$ cat src/rtl/bme_preimage_search_if.sv
// bme_preimage_search_if: search request/target and result bus for bme_preimage_search
interface bme_preimage_search_if;
  logic        start_i;
  logic        w_i, x_i, y_i, z_i;
  logic        busy_o;
  logic        done_o;
  logic        found_o;
  logic [15:0] match_mask_o;
  logic [4:0]  match_count_o;
  logic [3:0]  first_match_o;
  modport master (
    output start_i, w_i, x_i, y_i, z_i,
    input  busy_o, done_o, found_o, match_mask_o, match_count_o, first_match_o
  );
  modport slave (
    input  start_i, w_i, x_i, y_i, z_i,
    output busy_o, done_o, found_o, match_mask_o, match_count_o, first_match_o
  );
endinterface

$ cat src/rtl/bme_preimage_search.sv
// bme_preimage_search: sequentially tests all 16 {a,b,c,d} inputs of a BME gate against an observed output
module bme_preimage_search (
  input logic                   clk,
  input logic                   rst,
  bme_preimage_search_if.slave  bus
);
  typedef enum logic [1:0] {IDLE, SEARCH, DONE} state_t;
  state_t      state_q, state_d;
  logic [3:0]  idx_q, idx_d, tgt_q, tgt_d, first_q, first_d;
  logic [15:0] mask_q, mask_d;
  logic [4:0]  cnt_q, cnt_d;
  logic        found_q, found_d, done_q, done_d;
  logic [3:0]  fwd;
  logic        hit;
  // forward map of the candidate under evaluation: {w',x',y',z'}
  assign fwd = {idx_q[3],
                (idx_q[3] & idx_q[2]) ^ idx_q[1],
                (idx_q[3] & idx_q[0]) ^ idx_q[1],
                (~idx_q[3] & idx_q[2]) ^ idx_q[1] ^ idx_q[0]};
  assign hit = fwd == tgt_q;
  always_comb begin
    state_d = state_q;
    idx_d   = idx_q;
    tgt_d   = tgt_q;
    mask_d  = mask_q;
    cnt_d   = cnt_q;
    first_d = first_q;
    found_d = found_q;
    done_d  = 1'b0;
    case (state_q)
      IDLE, DONE: if (bus.start_i) begin
        state_d = SEARCH;
        tgt_d   = {bus.w_i, bus.x_i, bus.y_i, bus.z_i};
        idx_d   = 4'd0;
        mask_d  = 16'd0;
        cnt_d   = 5'd0;
        first_d = 4'd0;
        found_d = 1'b0;
      end
      SEARCH: begin
        idx_d = idx_q + 4'd1;
        if (hit) begin
          mask_d[idx_q] = 1'b1;
          cnt_d         = cnt_q + 5'd1;
          first_d       = found_q ? first_q : idx_q;
          found_d       = 1'b1;
        end
        if (idx_q == 4'd15) begin
          state_d = DONE;
          done_d  = 1'b1;
        end
      end
      default: state_d = IDLE;
    endcase
  end
  always_ff @(posedge clk or posedge rst) begin
    if (rst) begin
      state_q <= IDLE;
      idx_q   <= 4'd0;
      tgt_q   <= 4'd0;
      mask_q  <= 16'd0;
      cnt_q   <= 5'd0;
      first_q <= 4'd0;
      found_q <= 1'b0;
      done_q  <= 1'b0;
    end else begin
      state_q <= state_d;
      idx_q   <= idx_d;
      tgt_q   <= tgt_d;
      mask_q  <= mask_d;
      cnt_q   <= cnt_d;
      first_q <= first_d;
      found_q <= found_d;
      done_q  <= done_d;
    end
  end
  assign bus.busy_o        = state_q == SEARCH;
  assign bus.done_o        = done_q;
  assign bus.found_o       = found_q;
  assign bus.match_mask_o  = mask_q;
  assign bus.match_count_o = cnt_q;
  assign bus.first_match_o = first_q;
endmodule
$ cat src/flat_wrapper.sv
// flat-port wrapper written by rule: the top's interface ports become plain ports
module bme_preimage_search_flat 
  (clk, rst, bus_start_i, bus_w_i, bus_x_i, bus_y_i, bus_z_i, bus_busy_o, bus_done_o, bus_found_o, bus_match_mask_o, bus_match_count_o, bus_first_match_o);
  bme_preimage_search_if bus_i ();
  input logic clk;
  input logic rst;
  input wire logic [$bits(bus_i.start_i)-1:0] bus_start_i;
  input wire logic [$bits(bus_i.w_i)-1:0] bus_w_i;
  input wire logic [$bits(bus_i.x_i)-1:0] bus_x_i;
  input wire logic [$bits(bus_i.y_i)-1:0] bus_y_i;
  input wire logic [$bits(bus_i.z_i)-1:0] bus_z_i;
  output wire logic [$bits(bus_i.busy_o)-1:0] bus_busy_o;
  output wire logic [$bits(bus_i.done_o)-1:0] bus_done_o;
  output wire logic [$bits(bus_i.found_o)-1:0] bus_found_o;
  output wire logic [$bits(bus_i.match_mask_o)-1:0] bus_match_mask_o;
  output wire logic [$bits(bus_i.match_count_o)-1:0] bus_match_count_o;
  output wire logic [$bits(bus_i.first_match_o)-1:0] bus_first_match_o;
  assign bus_i.start_i = bus_start_i;
  assign bus_i.w_i = bus_w_i;
  assign bus_i.x_i = bus_x_i;
  assign bus_i.y_i = bus_y_i;
  assign bus_i.z_i = bus_z_i;
  assign bus_busy_o = bus_i.busy_o;
  assign bus_done_o = bus_i.done_o;
  assign bus_found_o = bus_i.found_o;
  assign bus_match_mask_o = bus_i.match_mask_o;
  assign bus_match_count_o = bus_i.match_count_o;
  assign bus_first_match_o = bus_i.first_match_o;
  bme_preimage_search u_core (.clk(clk), .rst(rst), .bus(bus_i));
endmodule
$ cat config.mk
export PLATFORM = sky130hd
export DESIGN_NAME = bme_preimage_search_flat
export DESIGN_NICKNAME = d
export VERILOG_FILES = /design/src/rtl/bme_preimage_search_if.sv /design/src/rtl/bme_preimage_search.sv /design/src/flat_wrapper.sv
export SDC_FILE = /design/constraint.sdc
export NUM_CORES = 1
export LEC_CHECK = 0
export CAP_MARGIN = 15
export CORE_UTILIZATION = 51
export CTS_CLUSTER_DIAMETER = 30
export DETAILED_ROUTE_END_ITERATION = 8
export PLACE_DENSITY = 0.76
export RECOVER_POWER = 50
export SYNTH_ARGS = -nofsm -noshare
export SYNTH_HDL_FRONTEND = slang
export SYNTH_SLANG_ARGS = --single-unit
$ cat constraint.sdc
create_clock -name clk -period 3.1 [get_ports clk]
set_input_delay 0.62 -clock clk [delete_from_list [all_inputs] [get_ports clk]]
set_output_delay 0.62 -clock clk [all_outputs]
set_load 0.02 [all_outputs]
==> impl_metrics.ini <==
[detailed_routing]
avgRoutedWirePerCell_um = 15.5
dr.pass1.iters = 4
vias = 1508
drt_iter0_drc = 70
route.detailed.drc = 0
routed_wl_um = 4080
ant_nets = 0
via_per_inst = 5.73

[floorplanning]
die_h_um = 61.5
start_util = 0.536
die-width_um = 61.5
coreArea_sq_um = 3360
io_pins = 35
die_area_sq_um = 3780
rows = 21

[global_route]
antenna_found_initial = 0
grt_pass1_wl_um = 6490
grt_max_degree = 38
grt_pass1_vias = 1481
grt.overflow.total = 0
grt_usage = 0.239

[layout]
finalCoreUtilization = 0.662
multi_input_area_sq_um = 811
antenna_cells = 0
nets = 228
fillCellCount = 293
ff_latch_area_sq_um = 926
final_cell_area_sq_um = 2230
syn2layout_area_growth_pct = 23.5
final_layout_size_suffix_gt1_frac = 0.0691
layout.cells.non_filler = 263

[setup_path]
worstPathArrival_ns = 2.05
critical-path-top-delay-family = buffers and inverters
crit_buf_inv = 2
worst_r2r_path_depth = 5
cp.required_ns = 2.48
critPathCaptureType = output pin
worst_r2r_endpoint = u_core.bus.first_match_o[2]$_DFFE_PP0P_
crit_type = register to output pin
start_kind = register
regToRegStartpoint = u_core.idx_q[3]$_DFFE_PP0P_
reg2reg_slack_ns = 0.61
path_cells = nand2b_1 > inv_1 > clkdlybuf4s50_1
slowest_stage = clkdlybuf4s50_1
slowest_delay_ns = 0.68
crit_fanout = 11

[power]
power_frac_seq = 0.352
swShare = 0.455
intPower_mw = 1.33
p_leak_nw = 1.04
p_switching_mw = 1.12
pwr-share-comb = 0.548
pwr-share-clk = 0.100
p_per_area_nw_per_um2 = 1100
ir_drop_v = 0.000584

[clock_network]
post_cts_buffers = 0
htreeDepth = 2
cts_buffer_depth = 2
cts_root_buffer = clkbuf_4
insertion_delay_ns = 0.34
clk_pin_slew_ns = 0.11
cts_buffers = 5
clock_sinks = 37
post_cts_resized = 0
hold_buffers = 0
tritoncts = done

[yosys]
synth_enable_flop_cells = 0
synth_seq_cells = 37
syn-cell-area_sq_um = 1800
synthTopCellsByCount = 37 x dfrtp_1, 30 x nand2_1, 21 x nor2_1, 15 x a41oi_1, 10 x clkbuf_1
synthFlopType = dfrtp_1
ys_warn_count = 0
syn_inst = 183
syn_area_per_cell_sq_um = 9.85
synth.top_cell.area_share = 0.514
ys_seq_area_frac = 0.514
ys_types = 40
async_flop_share = 1.00
ys_top_cells_by_area = dfrtp_1 51%, a41oi_1 7.3%, nand2_1 6.2%, nor2_1 4.4%, ha_1 3.5%
yosysTopAreaCell = dfrtp_1
synth_most_common_cell = dfrtp_1
mappedNetlistNets = 195

[sta]
finalSetupViolCount = 0
relSlewSlack = -0.310
timing.fmax_ghz = 0.374
clock_skew_ns = 0.00765
final_hold_viol_count = 0
slew_viol_final = 38
worst_pin_slew_ns = 1.96
finalCritPeriodShare = 0.863
grt_setup_unrepaired = no
finalSetupTns_ns = 0
min_period_ns = 2.67

[hold_path]
holdPathEnd = u_core.bus.match_mask_o[15]$_DFFE_PP0P_
hold_path_startpoint = u_core.bus.match_mask_o[15]$_DFFE_PP0P_
hold_class = register to register
whs_path_depth = 2

[place]
numPortBuffers = 34
post_dp_cell_area_sq_um = 2180
gp_congestion = 0.856
hpwl_um = 2770
dp_cells = 255

[outcome]
status = finished with violations
violations = max-capacitance violations, max-slew violations

[run]
cap_viol_max_count = 1
[logic make-up after synthesis]
family / Yosys count / synth area share
multiplexers: 5 / 0.0285
XOR/XNOR: 5 / 0.0319
AO/OA/AOI/OAI: 35 / 0.146
AND/OR/NAND/NOR: 79 / 0.208
flip-flops: 37 / 0.514
adder cells (fa/ha/maj): 5 / 0.0347
buffers and inverters: 17 / 0.0368
[routing by layer]
metal  part of all wire  GRT usage  up-vias
met2               0.49      0.376       54
li1                   -          -      708
met5                  0          0        -
met3              0.042     0.0504       10
met4              0.022      0.143        0
met1               0.45      0.305      736
[how the worst max path moves through the flow]
stage | cells past startpoint | end | startpoint
after detailed placement | 5 | u_core.bus.first_match_o[2]$_DFFE_PP0P_ | u_core.idx_q[3]$_DFFE_PP0P_
final | 3 | bus_busy_o | u_core.state_q[1]$_DFFE_PP0P_
after global routing | 3 | u_core.idx_q[0]$_DFFE_PP0P_ | rst
after global placement | 5 | u_core.bus.first_match_o[2]$_DFFE_PP0P_ | u_core.idx_q[3]$_DFFE_PP0P_
after CTS | 3 | bus_busy_o | u_core.state_q[1]$_DFFE_PP0P_
after floorplan | 6 | u_core.bus.first_match_o[2]$_DFFE_PP0P_ | u_core.idx_q[0]$_DFFE_PP0P_
[state kept, by name, indices dropped and copies added (netlist names)]
signal,cells
u_core.bus.match_count_o,5
u_core.tgt_q,4
u_core.bus.match_mask_o,16
u_core.bus.found_o,1
u_core.bus.done_o,1
u_core.bus.first_match_o,4
u_core.state_q,2
u_core.idx_q,4
[metrics by stage]
stage	power [mW]	setup slack (ns)	hold slack [ns]
floorplan	1.72	0.921	0.437
global placement	2.16	0.734	0.454
detailed placement	2.20	0.659	0.469
CTS	2.45	0.436	0.494
global route	2.63	0.249	0.534
finish	2.45	0.426	0.487
[worst min-delay path: stages, from the launching register on]
cell,delay (ns)
dfrtp_1,0.35
nand2_1,0.05
o21ai_0,0.06
[power groups by stage]
stage | combinational (mW) | clock (mW) | sequential, mW
after CTS | 1.34 | 0.249 | 0.858
final | 1.34 | 0.246 | 0.863
after detailed placement | 1.33 | 0 | 0.867
after global routing | 1.47 | 0.264 | 0.890
after global placement | 1.31 | 0 | 0.851
after floorplan | 0.775 | 0 | 0.941
[layout by cell type, fill, tap and decap left out, types with 5 or more instances in the layout]
master	Yosys	final
dfrtp_1	37	37
nand3_1	6	6
a41oi_1	15	15
clkbuf_4	0	5
ha_1	5	5
o21ai_0	9	9
clkdlybuf4s50_1	0	30
nor2_1	21	21
inv_1	5	5
nand2_1	30	30
[area by class of cell]
type | count | area share
Clock buffer | 6 | 0.0185
Clock inverter | 2 | 0.00449
Inverter | 5 | 0.00843
Timing Repair Buffer | 38 | 0.163
Sequential cell | 37 | 0.416
Tap cell | 46 | 0.0258
Multi-Input combinational cell | 129 | 0.364
No activity file was read; power rests on OpenSTA's default activity.
